<file path="src/rtl/glyph_stream_render.sv">
// Glyph renderer: latches one character command, collects its bitmap rows from the glyph
// library, then streams scaled fg/bg pixels in raster order over a valid/ready link.
module glyph_stream_render #(
  parameter int unsigned GLYPH_W   = 24,
  parameter int unsigned GLYPH_H   = 40,
  parameter int unsigned COLOR_W   = 16,
  parameter int unsigned MAX_SCALE = 4,
  parameter int unsigned FETCH_TO  = 1024,
  localparam int unsigned SW = (MAX_SCALE > 1) ? $clog2(MAX_SCALE) : 1,
  localparam int unsigned RW = (GLYPH_H > 1) ? $clog2(GLYPH_H) : 1
) (
  input  logic               pclk,
  input  logic               rst,
  input  logic               cmd_valid,
  output logic               cmd_ready,
  input  logic [31:0]        cmd_code,
  input  logic [COLOR_W-1:0] cmd_fg,
  input  logic [COLOR_W-1:0] cmd_bg,
  input  logic [SW-1:0]      cmd_scale,
  output logic               lib_req,
  output logic [31:0]        lib_code,
  input  logic               lib_row_valid,
  input  logic [RW-1:0]      lib_row_idx,
  input  logic [GLYPH_W-1:0] lib_row_data,
  input  logic               lib_done,
  output logic               pix_valid,
  input  logic               pix_ready,
  output logic [COLOR_W-1:0] pix_data,
  output logic               pix_last,
  output logic               done,
  output logic               err_timeout
);

  localparam int unsigned CW = (GLYPH_W > 1) ? $clog2(GLYPH_W) : 1;
  localparam int unsigned TW = $clog2(FETCH_TO + 1);
  localparam logic [CW-1:0] ColLast   = CW'(GLYPH_W - 1);
  localparam logic [RW-1:0] RowLast   = RW'(GLYPH_H - 1);
  localparam logic [SW-1:0] ScaleMax  = SW'(MAX_SCALE - 1);
  localparam logic [TW-1:0] FetchLast = TW'(FETCH_TO - 1);

  typedef enum logic [1:0] {StIdle, StFetch, StDraw, StDone} state_e;

  state_e state_q, state_d;

  logic [31:0]        code_q;
  logic [COLOR_W-1:0] fg_q, bg_q;
  logic [SW-1:0]      scale_q;  // scale factor minus one
  logic [GLYPH_W-1:0] buf_q [GLYPH_H];
  logic [TW-1:0]      fetch_cnt_q;
  logic               timeout_q;
  logic [SW-1:0]      x_sub_q, y_sub_q;
  logic [CW-1:0]      col_q;
  logic [RW-1:0]      row_q;
  logic               pix_valid_q, pix_last_q;
  logic [COLOR_W-1:0] pix_data_q;

  logic accept, fetch_expire, load_pix, last_xfer;
  logic x_end, y_end, col_end, row_end, cur_bit;

  assign accept       = cmd_valid && cmd_ready;
  assign fetch_expire = (state_q == StFetch) && !lib_done && (fetch_cnt_q == FetchLast);
  // Refill the output register when empty or when its beat is leaving (except the last one).
  assign load_pix  = (state_q == StDraw) && (!pix_valid_q || (pix_ready && !pix_last_q));
  assign last_xfer = (state_q == StDraw) && pix_valid_q && pix_ready && pix_last_q;
  assign x_end     = (x_sub_q == scale_q);
  assign y_end     = (y_sub_q == scale_q);
  assign col_end   = (col_q == ColLast);
  assign row_end   = (row_q == RowLast);
  assign cur_bit   = buf_q[row_q][ColLast - col_q];

  assign lib_code  = code_q;
  assign pix_valid = pix_valid_q;
  assign pix_data  = pix_data_q;
  assign pix_last  = pix_last_q;

  always_ff @(posedge pclk or posedge rst) begin
    if (rst) begin
      state_q <= StIdle;
    end else begin
      state_q <= state_d;
    end
  end

  always_comb begin
    state_d = state_q;
    unique case (state_q)
      StIdle:  if (accept) state_d = StFetch;
      StFetch: begin
        if (lib_done) begin
          state_d = StDraw;
        end else if (fetch_expire) begin
          state_d = StDone;
        end
      end
      StDraw:  if (last_xfer) state_d = StDone;
      StDone:  state_d = StIdle;
      default: state_d = StIdle;
    endcase
  end

  always_comb begin
    cmd_ready   = 1'b0;
    lib_req     = 1'b0;
    done        = 1'b0;
    err_timeout = 1'b0;
    unique case (state_q)
      StIdle:  cmd_ready = !rst;
      StFetch: lib_req = (fetch_cnt_q == '0);
      StDone: begin
        done        = 1'b1;
        err_timeout = timeout_q;
      end
      default: ;
    endcase
  end

  always_ff @(posedge pclk or posedge rst) begin
    if (rst) begin
      code_q      <= '0;
      fg_q        <= '0;
      bg_q        <= '0;
      scale_q     <= '0;
      fetch_cnt_q <= '0;
      timeout_q   <= 1'b0;
      x_sub_q     <= '0;
      y_sub_q     <= '0;
      col_q       <= '0;
      row_q       <= '0;
      pix_valid_q <= 1'b0;
      pix_last_q  <= 1'b0;
      pix_data_q  <= '0;
      for (int unsigned i = 0; i < GLYPH_H; i++) buf_q[i] <= '0;
    end else begin
      if (accept) begin
        code_q      <= cmd_code;
        fg_q        <= cmd_fg;
        bg_q        <= cmd_bg;
        scale_q     <= (cmd_scale > ScaleMax) ? ScaleMax : cmd_scale;
        fetch_cnt_q <= '0;
        timeout_q   <= 1'b0;
        x_sub_q     <= '0;
        y_sub_q     <= '0;
        col_q       <= '0;
        row_q       <= '0;
        for (int unsigned i = 0; i < GLYPH_H; i++) buf_q[i] <= '0;
      end
      if (state_q == StFetch) begin
        fetch_cnt_q <= fetch_cnt_q + TW'(1);
        if (lib_row_valid && (32'(lib_row_idx) < GLYPH_H)) begin
          buf_q[lib_row_idx] <= lib_row_data;
        end
        if (fetch_expire) timeout_q <= 1'b1;
      end
      if (load_pix) begin
        pix_valid_q <= 1'b1;
        pix_data_q  <= cur_bit ? fg_q : bg_q;
        pix_last_q  <= x_end && col_end && y_end && row_end;
        // x sub-pixel fastest, then column, then y sub-row, then glyph row.
        if (x_end) begin
          x_sub_q <= '0;
          if (col_end) begin
            col_q <= '0;
            if (y_end) begin
              y_sub_q <= '0;
              row_q   <= row_end ? '0 : row_q + RW'(1);
            end else begin
              y_sub_q <= y_sub_q + SW'(1);
            end
          end else begin
            col_q <= col_q + CW'(1);
          end
        end else begin
          x_sub_q <= x_sub_q + SW'(1);
        end
      end else if (last_xfer) begin
        pix_valid_q <= 1'b0;
        pix_last_q  <= 1'b0;
      end
    end
  end

endmodule

</file>
<file path="config.mk">
export PLATFORM = sky130hd
export DESIGN_NAME = glyph_stream_render
export DESIGN_NICKNAME = d
export VERILOG_FILES = /design/src/rtl/glyph_stream_render.sv
export SDC_FILE = /design/constraint.sdc
export NUM_CORES = 2
export LEC_CHECK = 0
export ABC_AREA = 1
export CAP_MARGIN = 20
export CORE_MARGIN = 4
export CORE_UTILIZATION = 25
export DETAILED_ROUTE_END_ITERATION = 10
export PLACE_DENSITY_LB_ADDON = 0.08
export SYNTH_ARGS = -nofsm -noshare
export SYNTH_HDL_FRONTEND = slang
export SYNTH_SLANG_ARGS = --single-unit
</file>
<file path="constraint.sdc">
create_clock -name pclk -period 36.9 [get_ports pclk]
set_clock_uncertainty 0.1 [all_clocks]
set_input_delay 7.38 -clock pclk [delete_from_list [all_inputs] [get_ports pclk]]
set_output_delay 7.38 -clock pclk [all_outputs]
set_load 0.05 [all_outputs]
</file>
==> results.md <==
Run status:
- The run finished with clean final reports.

Timing:
- For the finished layout, the period the worst path requires is about 16000 ps.
- The final max-slew violation count is 0.
- The final-layout setup total negative slack is 0 ps.
- In this run the tightest slew margin relative to its limit is a little under a quarter.
- The hold violation total from the final report is 0.
- The slew at the pin closest to its max-slew limit is around 1100 ps.
- Setup violations remaining at the end of the flow were counted as 0.
- Based on the critical path, the design can be clocked at up to slightly above 60 MHz.
- The portion of the clock cycle consumed by the worst path in the final layout is 44.48%.
- Setup repair after global routing left no endpoint under its margin.

Yosys:
- Synthesis produced 6155 cells.
- The cell area that synthesis handed to floorplanning was approximately 50000 sq um.
- The count of different cell masters after synthesis is 40.
- The total nets after synthesis is about 6.3k.
- Among all flip-flop cells after synthesis, the most frequent one is sky130_fd_sc_hd__dfrtp_1.
- Yosys mapped a number of flops with a built-in enable equal to 0.
- A synthesized cell averages between 8 and 9 sq um.
- Synthesis inferred roughly 1.1k register bits.
- The share of synthesized registers carrying an async set or reset is 100.0%.
- The portion of the post-synthesis area used by sequential elements is a little over half.
- The Yosys step of the flow raised 0 warnings.

Critical path:
- The critical path's most frequent cell is sky130_fd_sc_hd__clkdlybuf4s50_1.
- The worst endpoint required time is 29420 ps.
- The endpoint arrival time on the critical path is a little under 9000 ps.
- The kind of end point of the critical path is a primary output.
- The critical path in this run is classified as input pin to primary output.
- The biggest fanout along the worst timing path is 2.
- The slowest library cell on the worst path is sky130_fd_sc_hd__clkdlybuf4s50_1.
- Walking the worst path, the cells encountered are clkdlybuf4s50_1 -> nor2_1 -> clkdlybuf4s50_1.
- The startpoint class of the critical path is an input pin.
- For this run, the slowest stage of the critical path takes around 850 ps.

Global route:
- Entering global routing, the biggest net connects approximately 190 pins.
- The number of antenna violations at the first check in global routing is 20.
- The via count of the first global-routing pass came to ~43k.
- Across every metal layer, demand over resource in global routing totals a little over 20%.
- The first global-routing pass estimated 315.0 mm of wire.
- The total overflow left after global routing is 0.

Cells and area:
- From synthesis to final layout, the design area changed by 16.83%.
- After the last flow step, the layout net total stands at between 6k and 7k.
- For this run, the number of standard cells in the final layout without fillers is around 9k.
- The ratio of cells with drive above 1 in the final layout is under 10%.

Place:
- After legalization and detailed placement, the total HPWL measured between 100 and 150 mm.
- The number of placed instances with taps included is 8518.
- The final estimated routing congestion in global placement is slightly below 0.8.
- The number of buffer cells added on primary ports is between 150 and 200.

CTS:
- In this run the clock root is driven by a sky130_fd_sc_hd__clkbuf_16.
- The tree built by TritonCTS fans out to 1073 sinks.
- The hold-fix buffer count after cts is 0.
- The buffer levels on the longest clock path is 3.
- For the worst-skew pair, the clock arrives at the later sink with an insertion delay of 770 ps.
- The H-tree was split into 4 levels.
- The number of gates resized after CTS was 0.
- The buffers inserted during post-CTS setup optimization is 0.
- The clock-pin slew on the worst setup and hold paths is 50 ps.
- The total clock buffers created by CTS is 135.
- The TritonCTS clock tree is yes.

Floorplanning:
- The starting density of the core is 25.13%.
- The area enclosed by the die boundary is between 200000 and 250000 sq um.
- The floorplan has roughly 160 rows.
- The die is about 460 um wide.
- The total I/O pin count is 156.
- After floorplanning, the core was sized to cover approximately 200000 sq um.
- The die extent in y is between 400 and 500 um.

Detailed routing:
- The routed layout has 44.09k vias.
- The number of DRC violations after detailed routing is 0.
- The violation count after the first detailed-route iteration is 4236.
- The detail-routed via count per cell is 5.023.
- The routed length per placed instance is ~24 um.
- The count of nets left with antenna violations once routing finished came out at 0.
- The length of the first detailed-routing pass in iterations is 7.
- The total wire length is between 200 and 250 mm.

Worst hold path:
- The worst min-delay path category is register to register.

Pwr:
- IR analysis of the VDD net gives a maximum drop of around 0.047 mV.
- For this design the static power due to leakage is 26.10 nW.
- The design draws 3.583 mW.
- In this run the power density over the cells is around 61 nW/um^2.

Run:
- The max capacitance violation total is 0.
## Yosys cell counts (12+ instances only)
library cell	n	area, sq um
sky130_fd_sc_hd__o221ai_1	13	113.9
sky130_fd_sc_hd__clkbuf_1	371	1393
sky130_fd_sc_hd__inv_1	158	593.1
sky130_fd_sc_hd__buf_4	12	90.09
sky130_fd_sc_hd__o21ai_0	770	3854
sky130_fd_sc_hd__buf_2	124	620.6
sky130_fd_sc_hd__a21oi_1	739	3699
sky130_fd_sc_hd__nor3_1	43	215.2
sky130_fd_sc_hd__o211ai_1	26	195.2
sky130_fd_sc_hd__buf_1	69	259.0
sky130_fd_sc_hd__dfrtp_1	1073	26850
sky130_fd_sc_hd__o21ai_1	34	170.2
sky130_fd_sc_hd__a22oi_1	61	457.9
sky130_fd_sc_hd__nand3_1	997	4990
sky130_fd_sc_hd__nor2_1	203	762.0
sky130_fd_sc_hd__o22ai_1	47	294.0
sky130_fd_sc_hd__nand2_1	1340	5030
## final timing paths
kind | slack [ps] | to | cells after the start | startpoint
hold / removal | 380 | lib_code[31]$_DFFE_PP0P_ | 2 | lib_code[31]$_DFFE_PP0P_
hold reg to reg | 380 | lib_code[31]$_DFFE_PP0P_ | 2 | lib_code[31]$_DFFE_PP0P_
max in group asynchronous | 26140 | buf_q[862]$_DFF_PP0_ | 6 | rst
min in group asynchronous | 7040 | pix_data[8]$_DFFE_PP0P_ | 2 | rst
setup / recovery | 20490 | cmd_ready | 3 | rst
setup reg to reg | 30510 | pix_data[15]$_DFFE_PP0P_ | 19 | row_q[0]$_DFF_PP0_
## power breakdown
group | switching, mW | total, mW | leakage (nW) | internal, mW
combinational | 0.646 | 0.871 | 9.07 | 0.225
clock | 0.553 | 1.36 | 2.23 | 0.810
sequential | 0.0607 | 1.35 | 14.8 | 1.29
total | 1.26 | 3.58 | 26.1 | 2.32
## cell type report
cell class / count / area (sq um)
fillers: 21520 / 141000
flip-flops and latches: 1073 / 26860
multi-input cells: 4329 / 20430
clock buffers: 213 / 4209
well taps: 2656 / 3323
repair buffers: 292 / 2760
inverters: 173 / 680.7
clock inverters: 30 / 311.5
diodes: 13 / 32.53
## registers in the layout, summed over array words and instances, names as in the netlist
signal and count:
pix_data 16, timeout_q 1, state_q 2, x_sub_q 2
col_q 5, bg_q 16, fetch_cnt_q 11, fg_q 16
row_q 6, pix_valid 1, y_sub_q 2, scale_q 2
pix_last 1, lib_code 32, buf_q 960
## worst max-delay path: cells and delay by family
kind | cells | cell delay [ps]
AND/OR/NAND/NOR | 1 | 240
buffers and inverters | 2 | 1320
## placed cells by master (no fill, tap or decap), types with 4 or more instances in the layout
| cell type | instances |
|---|---|
| sky130_fd_sc_hd__o221ai_1 | 13 |
| sky130_fd_sc_hd__o21ai_0 | 770 |
| sky130_fd_sc_hd__a21boi_0 | 6 |
| sky130_fd_sc_hd__o21ai_1 | 34 |
| sky130_fd_sc_hd__o22ai_1 | 47 |
| sky130_fd_sc_hd__nor2_4 | 8 |
| sky130_fd_sc_hd__a211oi_1 | 7 |
| sky130_fd_sc_hd__bufinv_16 | 4 |
| sky130_fd_sc_hd__xor2_1 | 5 |
| sky130_fd_sc_hd__a31oi_1 | 4 |
| sky130_fd_sc_hd__nand2_1 | 1317 |
| sky130_fd_sc_hd__nand2_2 | 23 |
| sky130_fd_sc_hd__buf_12 | 10 |
| sky130_fd_sc_hd__nand4_1 | 4 |
| sky130_fd_sc_hd__dfrtp_1 | 1070 |
| sky130_fd_sc_hd__clkbuf_16 | 141 |
| sky130_fd_sc_hd__buf_4 | 123 |
| sky130_fd_sc_hd__clkinv_2 | 17 |
| sky130_fd_sc_hd__a21oi_1 | 739 |
| sky130_fd_sc_hd__nor3_1 | 40 |
| sky130_fd_sc_hd__clkdlybuf4s50_1 | 155 |
| sky130_fd_sc_hd__inv_1 | 149 |
| sky130_fd_sc_hd__nand3_1 | 995 |
| sky130_fd_sc_hd__a22oi_1 | 61 |
| sky130_fd_sc_hd__clkbuf_1 | 31 |
| sky130_fd_sc_hd__o211ai_1 | 26 |
| sky130_fd_sc_hd__clkinv_1 | 13 |
| sky130_fd_sc_hd__nor2_2 | 7 |
| sky130_fd_sc_hd__inv_2 | 6 |
| sky130_fd_sc_hd__inv_6 | 7 |
| sky130_fd_sc_hd__diode_2 | 13 |
| sky130_fd_sc_hd__clkbuf_8 | 41 |
| sky130_fd_sc_hd__ha_1 | 10 |
| sky130_fd_sc_hd__nor2_1 | 189 |
## through the flow
step | hold slack, ps | util [%] | worst slack, ps | cell area [sq um]
2_1_floorplan | 352.0 | - | 14620 | 50170
3_3_place_gp | 363.0 | 27.01 | 20400 | 53920
3_5_place_dp | 363.5 | 27.02 | 20490 | 53960
4_1_cts | 379.9 | 29.29 | 20480 | 58480
5_1_grt | 393.6 | 29.34 | 20430 | 58580
6_report | 375.9 | 29.35 | 20490 | 58610
## per-layer routing
layer  global-route usage [%]  up-vias  wire length (um)
met4                    5.105        0              5140
met1                    28.92    22270            102100
li1                         -    20640                 -
met5                        0        -                 0
met2                    31.95      962             98370
met3                    2.772      225              9093
## logic make-up after synthesis
logic type,count (synthesis),share of synthesized area [%]
AND/OR/NAND/NOR,2598,22.13
flip-flops,1073,53.52
adder cells (fa/ha/maj),10,0.2494
XOR/XNOR,8,0.1397
AO/OA/AOI/OAI,1713,17.86
buffers and inverters,753,6.098
(Power assumes the default switching activity.)
